`src/rtl/lab_pkg.sv`:
```
// Shared types and constants for the binary-to-BCD converter.
`timescale 1ns/1ps
package lab_pkg;

  // Converter FSM states.
  typedef enum logic {
    ST_IDLE  = 1'b0,
    ST_SHIFT = 1'b1
  } state_e;

  localparam int unsigned BCD_DIGITS = 4;
  localparam int unsigned MAX_BCD4   = 9999;
  localparam int unsigned BCD_WIDTH  = 4 * BCD_DIGITS;

endpackage

```
`src/rtl/bcd_add3.sv`:
```
// Per-nibble correction step of shift-and-add-3: digits >= 5 get +3 so that
// the following left shift carries correctly into the next BCD digit.
`timescale 1ns/1ps
module bcd_add3 (
  input  logic [3:0] din,
  output logic [3:0] dout
);

  // 4-bit add; the +3 never needs a carry out for legal digit values.
  always_comb begin
    dout = din;
    if (din >= 4'd5) begin
      dout = din + 4'd3;
    end
  end

endmodule

```
`src/rtl/bin_to_bcd_seq.sv`:
```
// Sequential binary-to-BCD converter, one shift-and-add-3 step per clock.
// Inputs above MAX_VAL saturate to MAX_VAL and set the overflow flag.
`timescale 1ns/1ps
module bin_to_bcd_seq
  import lab_pkg::*;
#(
  parameter int unsigned IN_WIDTH = 14,
  parameter int unsigned MAX_VAL  = MAX_BCD4
) (
  input  logic                clk_10mHz,
  input  logic                reset_n,
  input  logic                start,
  input  logic [IN_WIDTH-1:0] bin_in,
  output logic                busy,
  output logic                done,
  output logic                overflow,
  output logic [3:0]          bcd_thou,
  output logic [3:0]          bcd_hund,
  output logic [3:0]          bcd_tens,
  output logic [3:0]          bcd_ones
);

  localparam int unsigned W  = BCD_WIDTH + IN_WIDTH;
  localparam int unsigned CW = $clog2(IN_WIDTH + 1);

  state_e                state_q, state_d;
  logic [W-1:0]          work_q, work_d;
  logic [CW-1:0]         cnt_q, cnt_d;
  logic                  ovf_pend_q, ovf_pend_d;
  logic [BCD_WIDTH-1:0]  bcd_q, bcd_d;
  logic                  ovf_q, ovf_d;
  logic                  done_q, done_d;

  logic [BCD_WIDTH-1:0]  bcd_fix;
  logic [W-1:0]          shifted;
  logic                  in_ovf;
  logic [IN_WIDTH-1:0]   sat_val;

  // Correct all four digits of the work register in parallel.
  for (genvar g = 0; g < BCD_DIGITS; g++) begin : g_add3
    bcd_add3 u_add3 (
      .din  (work_q[IN_WIDTH + 4*g +: 4]),
      .dout (bcd_fix[4*g +: 4])
    );
  end

  // Corrected BCD field and untouched binary field, shifted left by one.
  // Zero-extension before the compare means narrow inputs never saturate.
  always_comb begin
    shifted = W'({bcd_fix, work_q[IN_WIDTH-1:0], 1'b0});
    in_ovf  = 32'(bin_in) > MAX_VAL;
    sat_val = in_ovf ? IN_WIDTH'(MAX_VAL) : bin_in;
  end

  // Next-state and datapath updates; done defaults low so it only pulses.
  always_comb begin
    state_d    = state_q;
    work_d     = work_q;
    cnt_d      = cnt_q;
    ovf_pend_d = ovf_pend_q;
    bcd_d      = bcd_q;
    ovf_d      = ovf_q;
    done_d     = 1'b0;
    case (state_q)
      ST_IDLE: begin
        if (start) begin
          work_d     = {{BCD_WIDTH{1'b0}}, sat_val};
          ovf_pend_d = in_ovf;
          cnt_d      = CW'(IN_WIDTH);
          state_d    = ST_SHIFT;
        end
      end
      ST_SHIFT: begin
        work_d = shifted;
        cnt_d  = cnt_q - CW'(1);
        if (cnt_q == CW'(1)) begin
          // Last step lands directly in the result registers.
          bcd_d   = shifted[W-1 -: BCD_WIDTH];
          ovf_d   = ovf_pend_q;
          done_d  = 1'b1;
          state_d = ST_IDLE;
        end
      end
    endcase
  end

  // State and datapath registers, cleared asynchronously.
  always_ff @(posedge clk_10mHz or negedge reset_n) begin
    if (!reset_n) begin
      state_q    <= ST_IDLE;
      work_q     <= '0;
      cnt_q      <= '0;
      ovf_pend_q <= 1'b0;
      bcd_q      <= '0;
      ovf_q      <= 1'b0;
      done_q     <= 1'b0;
    end else begin
      state_q    <= state_d;
      work_q     <= work_d;
      cnt_q      <= cnt_d;
      ovf_pend_q <= ovf_pend_d;
      bcd_q      <= bcd_d;
      ovf_q      <= ovf_d;
      done_q     <= done_d;
    end
  end

  assign busy     = (state_q == ST_SHIFT);
  assign done     = done_q;
  assign overflow = ovf_q;
  assign bcd_thou = bcd_q[15:12];
  assign bcd_hund = bcd_q[11:8];
  assign bcd_tens = bcd_q[7:4];
  assign bcd_ones = bcd_q[3:0];

endmodule

```
`config.mk`:
```
export PLATFORM = sky130hd
export DESIGN_NAME = bin_to_bcd_seq
export DESIGN_NICKNAME = d
export VERILOG_FILES = /design/src/rtl/lab_pkg.sv /design/src/rtl/bcd_add3.sv /design/src/rtl/bin_to_bcd_seq.sv
export SDC_FILE = /design/constraint.sdc
export NUM_CORES = 1
export LEC_CHECK = 0
export ABC_AREA = 1
export CAP_MARGIN = 5
export CORE_MARGIN = 2
export CORE_UTILIZATION = 30
export CTS_CLUSTER_DIAMETER = 40
export DETAILED_ROUTE_END_ITERATION = 10
export PLACE_DENSITY_LB_ADDON = 0.05
export SLEW_MARGIN = 30
export SYNTH_ARGS = -nofsm -noshare
export SYNTH_HDL_FRONTEND = slang
export SYNTH_SLANG_ARGS = --single-unit
```
`constraint.sdc`:
```
create_clock -name clk_10mHz -period 1.95 [get_ports clk_10mHz]
set_input_delay 0.195 -clock clk_10mHz [delete_from_list [all_inputs] [get_ports clk_10mHz]]
set_output_delay 0.195 -clock clk_10mHz [all_outputs]
set_load 0.02 [all_outputs]
```
Word-level counts from Yosys, hierarchy flattened
Cells that the tools add are included.
{"block": "totals", "regBits": 54, "output_inout_bits": 19, "elab_cells": 36}
{"block": "op_classes", "addsub": 5, "magnitude_cmp": 5, "n_eq_ne": 2, "muxes": 14, "n_bitwise": 1, "n_reduce_logical": 2}
{"op": "$pmux 30 s2", "n": 1}
{"op": "$mux 30", "n": 1}
{"op": "$ge 4x3->1 const B", "n": 4}
{"op": "$mux 4", "n": 4}
{"op": "$gt 14x14->1 const B", "n": 1}
{"op": "$mux 14", "n": 1}
{"op": "$add 4x2->4 const B", "n": 3}
{"op": "$pmux 4 s2", "n": 1}
{"op": "$eq 4x1->1 const B", "n": 1}
{"op": "$mux 1", "n": 4}
{"op": "$reduce_and 2->1", "n": 2}
{"op": "$sub 4x1->4 const B", "n": 1}
{"op": "$add 3x2->3 const B", "n": 1}
{"op": "$mux 3", "n": 1}
{"op": "$ne 2x2->1 const B", "n": 1}
{"op": "$pmux 1 s2", "n": 1}
{"op": "$not 1->1", "n": 1}

Depth between registers and ports, before layout
Gate-level depths: netlist of the first run.
{"block": "logic_depth", "depth_word": 4, "depth_mapped": 8, "mapped_depth_nobuf": 8}

Cells and area by module
A second synthesis of the first run with hierarchy kept.
{"block": "hier_totals", "cells_unflattened": 330, "hier_area_um2": 2851.5}
{"mod": "bin_to_bcd_seq", "n_inst": 1, "cells_each": 238, "area_each_um2": 2311.0, "seq_area_each_um2": 1351.3}
{"mod": "bcd_add3", "n_inst": 4, "cells_each": 23, "area_each_um2": 135.1, "seq_area_each_um2": 0.0}

Worst setup path before layout of the first run
OpenSTA, ideal clock, no wires.
{"block": "synth_timing", "kind": "register to register", "from": "reg cnt_q[1]", "to": "reg bcd_q[3]", "arrival_time_ns": 1.115, "path_slack_ns": 0.708, "stages_incl_launch_ff": 9, "path_buffers": 1, "period_less_slack_ns": 1.242, "cell_sequence": "dfrtp_1 -> inv_1 -> ha_1 -> nand2_2 -> nor2_4 -> inv_4 -> buf_6 -> nand2_2 -> o21ai_2"}
{"block": "synth_via", "elab_chain_cells": 2}
{"item": "from (decl)", "line": "bin_to_bcd_seq.sv:28", "source": "logic [CW-1:0] cnt_q, cnt_d;"}
{"item": "from (signal assigned)", "line": "bin_to_bcd_seq.sv:100", "source": "cnt_q <= cnt_d;"}
{"item": "$eq 4x1->1", "line": "bin_to_bcd_seq.sv:76", "source": "if (cnt_q == CW'(1)) begin"}
{"item": "$reduce_and 2->1 (no source line)"}
{"item": "to (signal assigned)", "line": "bin_to_bcd_seq.sv:94", "source": "bcd_q <= '0;"}
{"item": "to (signal assigned)", "line": "bin_to_bcd_seq.sv:102", "source": "bcd_q <= bcd_d;"}
{"item": "to (decl)", "line": "bin_to_bcd_seq.sv:30", "source": "logic [BCD_WIDTH-1:0] bcd_q, bcd_d;"}
No other way between the ends.
A chain may end at the register's enable or synchronous reset.

Worst setup path after layout of the first run
{"block": "layout_timing", "from": "reg state_q (netlist: busy)", "to": "out busy"}
{"item": "from (decl)", "line": "bin_to_bcd_seq.sv:26", "source": "state_e state_q, state_d;"}
{"item": "from (signal assigned)", "line": "bin_to_bcd_seq.sv:98", "source": "state_q <= state_d;"}
{"item": "to (decl)", "line": "bin_to_bcd_seq.sv:14", "source": "output logic busy,"}
No word-level cell between the ends.

==> results.tsv, run 1 <==
metric	value	unit
ys async rst share	100	%
final period utilization	85.3	%
Reg clk slew, reported paths	0.10	ns
drt pass-1 iters	4	
GR Overflow Total	0	
Post-Syn Area	2690	um2
clk_skew	0.00906	ns
Ys Warns	0	
Most used DFF post-synth	dfrtp_1	
WL/cell	12.7	um
Port Buffers	35	
die width	98.6	um
I/O pins	36	
total die area	9730	um2
row count	34	
xor and xnor area share after synthesis	0	%
CP Class	reg2out	
clock buffer depth	2	
CTS tree	yes	
DR vias	2168	
post-CTS setup buffer count	0	
vias in the first global route	2198	
Post-Route Setup TNS	0	ns
Syn Area/Cell	8.34	um2
CP startpoint kind	register	
final hold viol count	0	
WP data arrival	1.47	ns
Peak VDD IR	0.448	mV
worst-case reg-to-reg path depth	7	
Ant. Diodes	0	
net count after synthesis	349	
Hold Crit Class	in2async	
total wire length	6000	um
Peak Freq	602	MHz
Initial Util	30.8	%
CP Buf/Inv Count	1	
Post-DP HPWL	4190	um
reg2reg end	bcd_q[11]$_DFFE_PN0P_	
MaxCap Viol Count	0	
Residual DRC	0	
Total GRT Usage	13.8	%
fin. max-slew vios	0	
DR iter-0 viols	80	
Pleak	1.65	nW
actual slew at the worst max-slew pin	0.431	ns
Pwr Density	1650	nW/um2
Worst-Skew Late Latency	0.31	ns
CTS buffer count	5	
Die Height	98.6	um
Core ar.	8720	um2
Worst path top cell family by delay	buffers and inverters	
ANT nets after route	0	
register area share after synthesis	50.3	%
EDFF count, synth	0	
Simple-Gate Fraction of Synth Area	29.5	%
first-pass GRT wire length	10900	um
initial antenna violation count	0	
Mapped Cells	322	
routed vias/inst	4.60	
post-synthesis register bit count	54	
Crit-path slowest cell	clkdlybuf4s50_1	
outcome	finished clean	
share of post-route cells with drive strength above 1	8.82	%
CP cell instances	clkdlybuf4s50_1	
R2R setup slack	0.55	ns
Post-Synth Adder-Cell Area	4.66	%
CP peak stage delay	0.68	ns
FF-to-FF Start	cnt_q[1]$_DFFE_PN0P_	
Setup crit start	busy$_DFF_PN0_	
Critical Path End Type	primary output	
unrepaired setup endpoints after global routing	false	
WP data required	1.75	ns
number of library cell types mapped by synthesis	24	
Hold WS	0.400	ns
mux cell area share after synthesis	0	%
RePlAce Congestion	0.813	
largest net degree at the start of global routing	55	
final-report setup violation count	0	
Synth Area in Compound Gates	8.34	%
Area Growth Syn to Fin	21.6	%
worst-path fanout max	5	
fin nets	389	
Root Buffer	clkbuf_8	
clock sink count	54	
fin crit period	1.66	ns
largest family of logic cells by synthesized area	simple AND/OR/NAND/NOR gates	
CTS HTree Levels	2	
Rel. slew slack	71.0	%
-- synthesized netlist by cell type, drive strengths merged, types with 4 or more instances --
cell type / count / share of area [%]
nand4: 8 / 1.9
o22ai: 4 / 0.93
inv: 30 / 4.3
nand2: 124 / 18
nor2: 17 / 3.0
ha: 10 / 4.7
a21oi: 5 / 0.93
buf: 9 / 2.9
o21ai: 15 / 3.5
dfrtp: 54 / 50
a22oi: 9 / 2.7
nand3: 34 / 6.3
-- through the flow --
stage	util, %	setup slack (ns)	cell area, um2	power, mW	std cells
floorplan	-	0.708	2690	3.85	322
global placement	36.1	0.503	3150	4.69	462
detailed placement	36.1	0.494	3150	4.70	462
CTS	37.4	0.251	3270	5.49	471
global route	37.4	0.222	3270	6.00	471
finish	37.4	0.287	3270	5.39	471
-- worst max path at each step --
stage	to	slack [ns]	depth (start not counted)
6_report	busy	0.29	1
5_1_grt	busy	0.22	1
4_1_cts	busy	0.25	1
3_5_place_dp	ovf_pend_q$_DFFE_PN0P_	0.49	7
3_3_place_gp	work_q[7]$_DFFE_PN0P_	0.50	5
2_1_floorplan	bcd_q[3]$_DFFE_PN0P_	0.71	8
-- layer usage --
layer  global-route usage (%)  part of all wire (%)
met3                     2.84                   3.7
met1                     19.6                    51
met2                     21.1                    44
met5                        0                     0
met4                     4.85                   1.6
-- cell type report --
class                   count  area (um2)
fillers                   906        5460
flip-flops and latches     54        1350
clock inverters             2        37.5
well taps                 108         135
multi-input cells         229        1140
repair buffers             42         413
inverters                  30         115
clock buffers               6        72.6
-- cell usage in the layout (no fill, tap or decap), drive strengths merged, types with 4 or more instances in the layout --
cell | synthesis | routed
clkdlybuf4s50 | 0 | 34
o22ai | 4 | 4
o21ai | 15 | 15
nand3 | 34 | 34
dfrtp | 54 | 54
nand2 | 124 | 124
ha | 10 | 10
nand4 | 8 | 8
a21oi | 5 | 5
a22oi | 9 | 9
inv | 30 | 30
buf | 9 | 7
nor2 | 17 | 17
clkbuf | 0 | 6
-- registers in the layout (all words and copies together) (netlist names) --
| name | flops |
|---|---|
| work_q | 30 |
| busy | 1 |
| cnt_q | 4 |
| bcd_q | 16 |
| ovf_pend_q | 1 |
| overflow | 1 |
| done | 1 |
-- repair_timing --
action	CTS	global route
hold endpoints to repair	54	0
resized for setup	0	0
hold buffers	1	0
-- kinds of logic after synthesis --
group,count (synthesis)
adders and majority gates,10
AOI/OAI and AO/OA,34
and+or+nand+nor,185
DFF,54
buffers and inverters,39
-- power by group --
group	total (mW)	internal [mW]	switching, mW	leakage [nW]
combinational	2.65	1.06	1.59	0.919
clock	0.760	0.384	0.376	0.0514
sequential	1.98	1.64	0.341	0.676
No activity file was read; power rests on OpenSTA's default activity.
==> run 2, diff against run 1 <==
- CORE_UTILIZATION: 30 -> 59
- REMOVE_ABC_BUFFERS: default -> 1
==> run 2 against run 1 <==
Net effect: first-iteration DRC count increased by 26%; sequential share of layout area increased by 1.1 points; wire length decreased by 12%; clock power decreased by 4.6%; design area decreased by 2.6%; die area decreased by 47%; flip-flop and latch count unchanged; register-to-register slack got worse by 0.02 ns; via count increased by 1.9%; combinational power about the same; non-clock buffer count unchanged; clock-buffer cell count increased by 1.
==> results.tsv, run 2 (synthesis results as in run 1) <==
metric	value	unit
outcome	finished clean	
clock sink count	54	
Post-CTS Resized	0	
Worst path top cell family by delay	buffers and inverters	
Post-DP HPWL	3820	um
DR vias	2209	
setup slack after layout	0.235	ns
Fill cells	363	
final-report setup violation count	0	
Pleak	1.64	nW
Root Buffer	clkbuf_8	
worst-path fanout max	8	
share of post-route cells with drive strength above 1	8.54	%
commonest non-fill, non-tap cell in the layout	nand2_1	
Net Sw Power	2.28	mW
total wire length	5280	um
fin nets	389	
die width	71.5	um
Core ar.	4380	um2
RePlAce Congestion	0.886	
Total GRT Usage	23.6	%
first-pass GRT wire length	9470	um
WP data arrival	1.52	ns
drt pass-1 iters	4	
GR Overflow Total	0	
Peak Freq	583	MHz
clk_skew	0.00664	ns
fin. max-slew vios	0	
largest net degree at the start of global routing	23	
Ant. Diodes	0	
CP Buf/Inv Count	1	
Stages on worst setup path	1	
Rel. slew slack	69.3	%
Port Buffers	35	
Pwr Density	1690	nW/um2
CTS tree	yes	
CP cell instances	clkdlybuf4s50_1	
CP Capture Point	busy	
worst-case reg-to-reg path depth	5	
most frequent cells in the layout	nand2_1, dfrtp_1, nand3_1, clkdlybuf4s50_1, inv_1	
Die Height	71.5	um
Critical Path End Type	primary output	
Setup crit start	busy$_DFF_PN0_	
FF-to-FF Start	busy$_DFF_PN0_	
final hold viol count	0	
CTS HTree Levels	2	
initial antenna violation count	0	
row count	24	
Crit-path slowest cell	clkdlybuf4s50_1	
I/O pins	36	
Initial Util	61.3	%
WL/cell	12.7	um
ANT nets after route	0	
total die area	5110	um2
Worst-Skew Late Latency	0.31	ns
Switching Fraction	42.6	%
unrepaired setup endpoints after global routing	false	
MaxCap Viol Count	0	
Peak VDD IR	1.07	mV
CP peak stage delay	0.67	ns
CP Class	reg2out	
combinational power share	49.3	%
WP data required	1.75	ns
actual slew at the worst max-slew pin	0.459	ns
Reg clk slew, reported paths	0.09	ns
Hold Crit Class	in2async	
vias in the first global route	2106	
R2R setup slack	0.53	ns
reg2reg end	ovf_pend_q$_DFFE_PN0P_	
Clock power frac	13.5	%
fin crit period	1.72	ns
max FFs per register	30	
DR iter-0 viols	101	
final period utilization	88.0	%
P_int	3.07	mW
DP Worst Slack	0.428	ns
clock buffer depth	2	
routed vias/inst	5.32	
largest reg by FF count	work_q	
Largest regs	work_q x30, bcd_q x16, cnt_q x4	
Area Growth Syn to Fin	18.4	%
Residual DRC	0	
CTS buffer count	5	
Post-Route Setup TNS	0	ns
CP startpoint kind	register	
part of the power in registers	37.2	%
[run 2: cell types whose count changed in the layout (fill, tap and decap cells not counted), sizes merged]
cell and delta:
clkbuf +1, clkinvlp -1
[run 2: how the worst min path moves through the flow]
stage          startpoint  slack [ns]                    to  cells past startpoint
6_report          reset_n        0.35  bcd_q[5]$_DFFE_PN0P_                      2
5_1_grt           reset_n        0.38  bcd_q[6]$_DFFE_PN0P_                      2
4_1_cts           reset_n        0.35  bcd_q[5]$_DFFE_PN0P_                      2
3_5_place_dp      reset_n        0.15  bcd_q[5]$_DFFE_PN0P_                      1
3_3_place_gp      reset_n        0.14  bcd_q[5]$_DFFE_PN0P_                      1
2_1_floorplan     reset_n       -0.10  bcd_q[0]$_DFFE_PN0P_                      0
[run 2: stage by stage]
stage          area [um2]  cells  hold WS, ns  utilization (%)  power [mW]
2_1_floorplan        2610    313       -0.101                -        3.76
3_3_place_gp         3060    406        0.145             69.9        4.57
3_5_place_dp         3060    406        0.148             69.9        4.66
4_1_cts              3180    415        0.351             72.5        5.40
5_1_grt              3180    415        0.377             72.5        5.87
6_report             3180    415        0.354             72.5        5.36
[run 2: worst reg2reg max path, cell delays in order, from the launching register on]
cell and delay, ns:
dfrtp_1 0.55, inv_2 0.15, nand2_2 0.18, nor2_1 0.06, nand2_1 0.23, o21ai_0 0.13
[run 2: layout make-up]
| type | count | area [um2] | share of cell area [%] |
|---|---|---|---|
| flip-flops and latches | 54 | 1350 | 42.5 |
| multi-input cells | 229 | 1140 | 35.9 |
| repair buffers | 42 | 400 | 12.6 |
| inverters | 30 | 115 | 3.62 |
| clock buffers | 7 | 76.3 | 2.40 |
| well taps | 52 | 65.1 | 2.05 |
| clock inverters | 1 | 30.0 | 0.945 |
[run 2: power groups by stage]
| stage | registers (mW) | clock network [mW] | logic, mW |
|---|---|---|---|
| floorplan | 2.18 | 0 | 1.58 |
| global placement | 1.99 | 0 | 2.58 |
| detailed placement | 2.00 | 0 | 2.65 |
| CTS | 1.99 | 0.746 | 2.66 |
| global route | 2.06 | 0.781 | 3.03 |
| finish | 1.99 | 0.725 | 2.64 |
[run 2: routing by layer]
layer  routed length, um  vias up  GRT usage [%]
met4                  68        0           6.92
li1                    -     1124              -
met1                2550     1021           32.6
met5                   0        -              0
met3                 232        7           4.64
met2                2430       57           38.2
[run 2: timing repair]
item / in CTS / in global routing
endpoints found under the hold margin: 16 / 0
setup buffers: 0 / 0
hold buffers: 1 / 0
==> run 3, diff against run 2 <==
- SKIP_CTS_REPAIR_TIMING: default -> 1
==> results of run 3 <==
The final DEF is identical to that of run 2; final timing and power are the same.
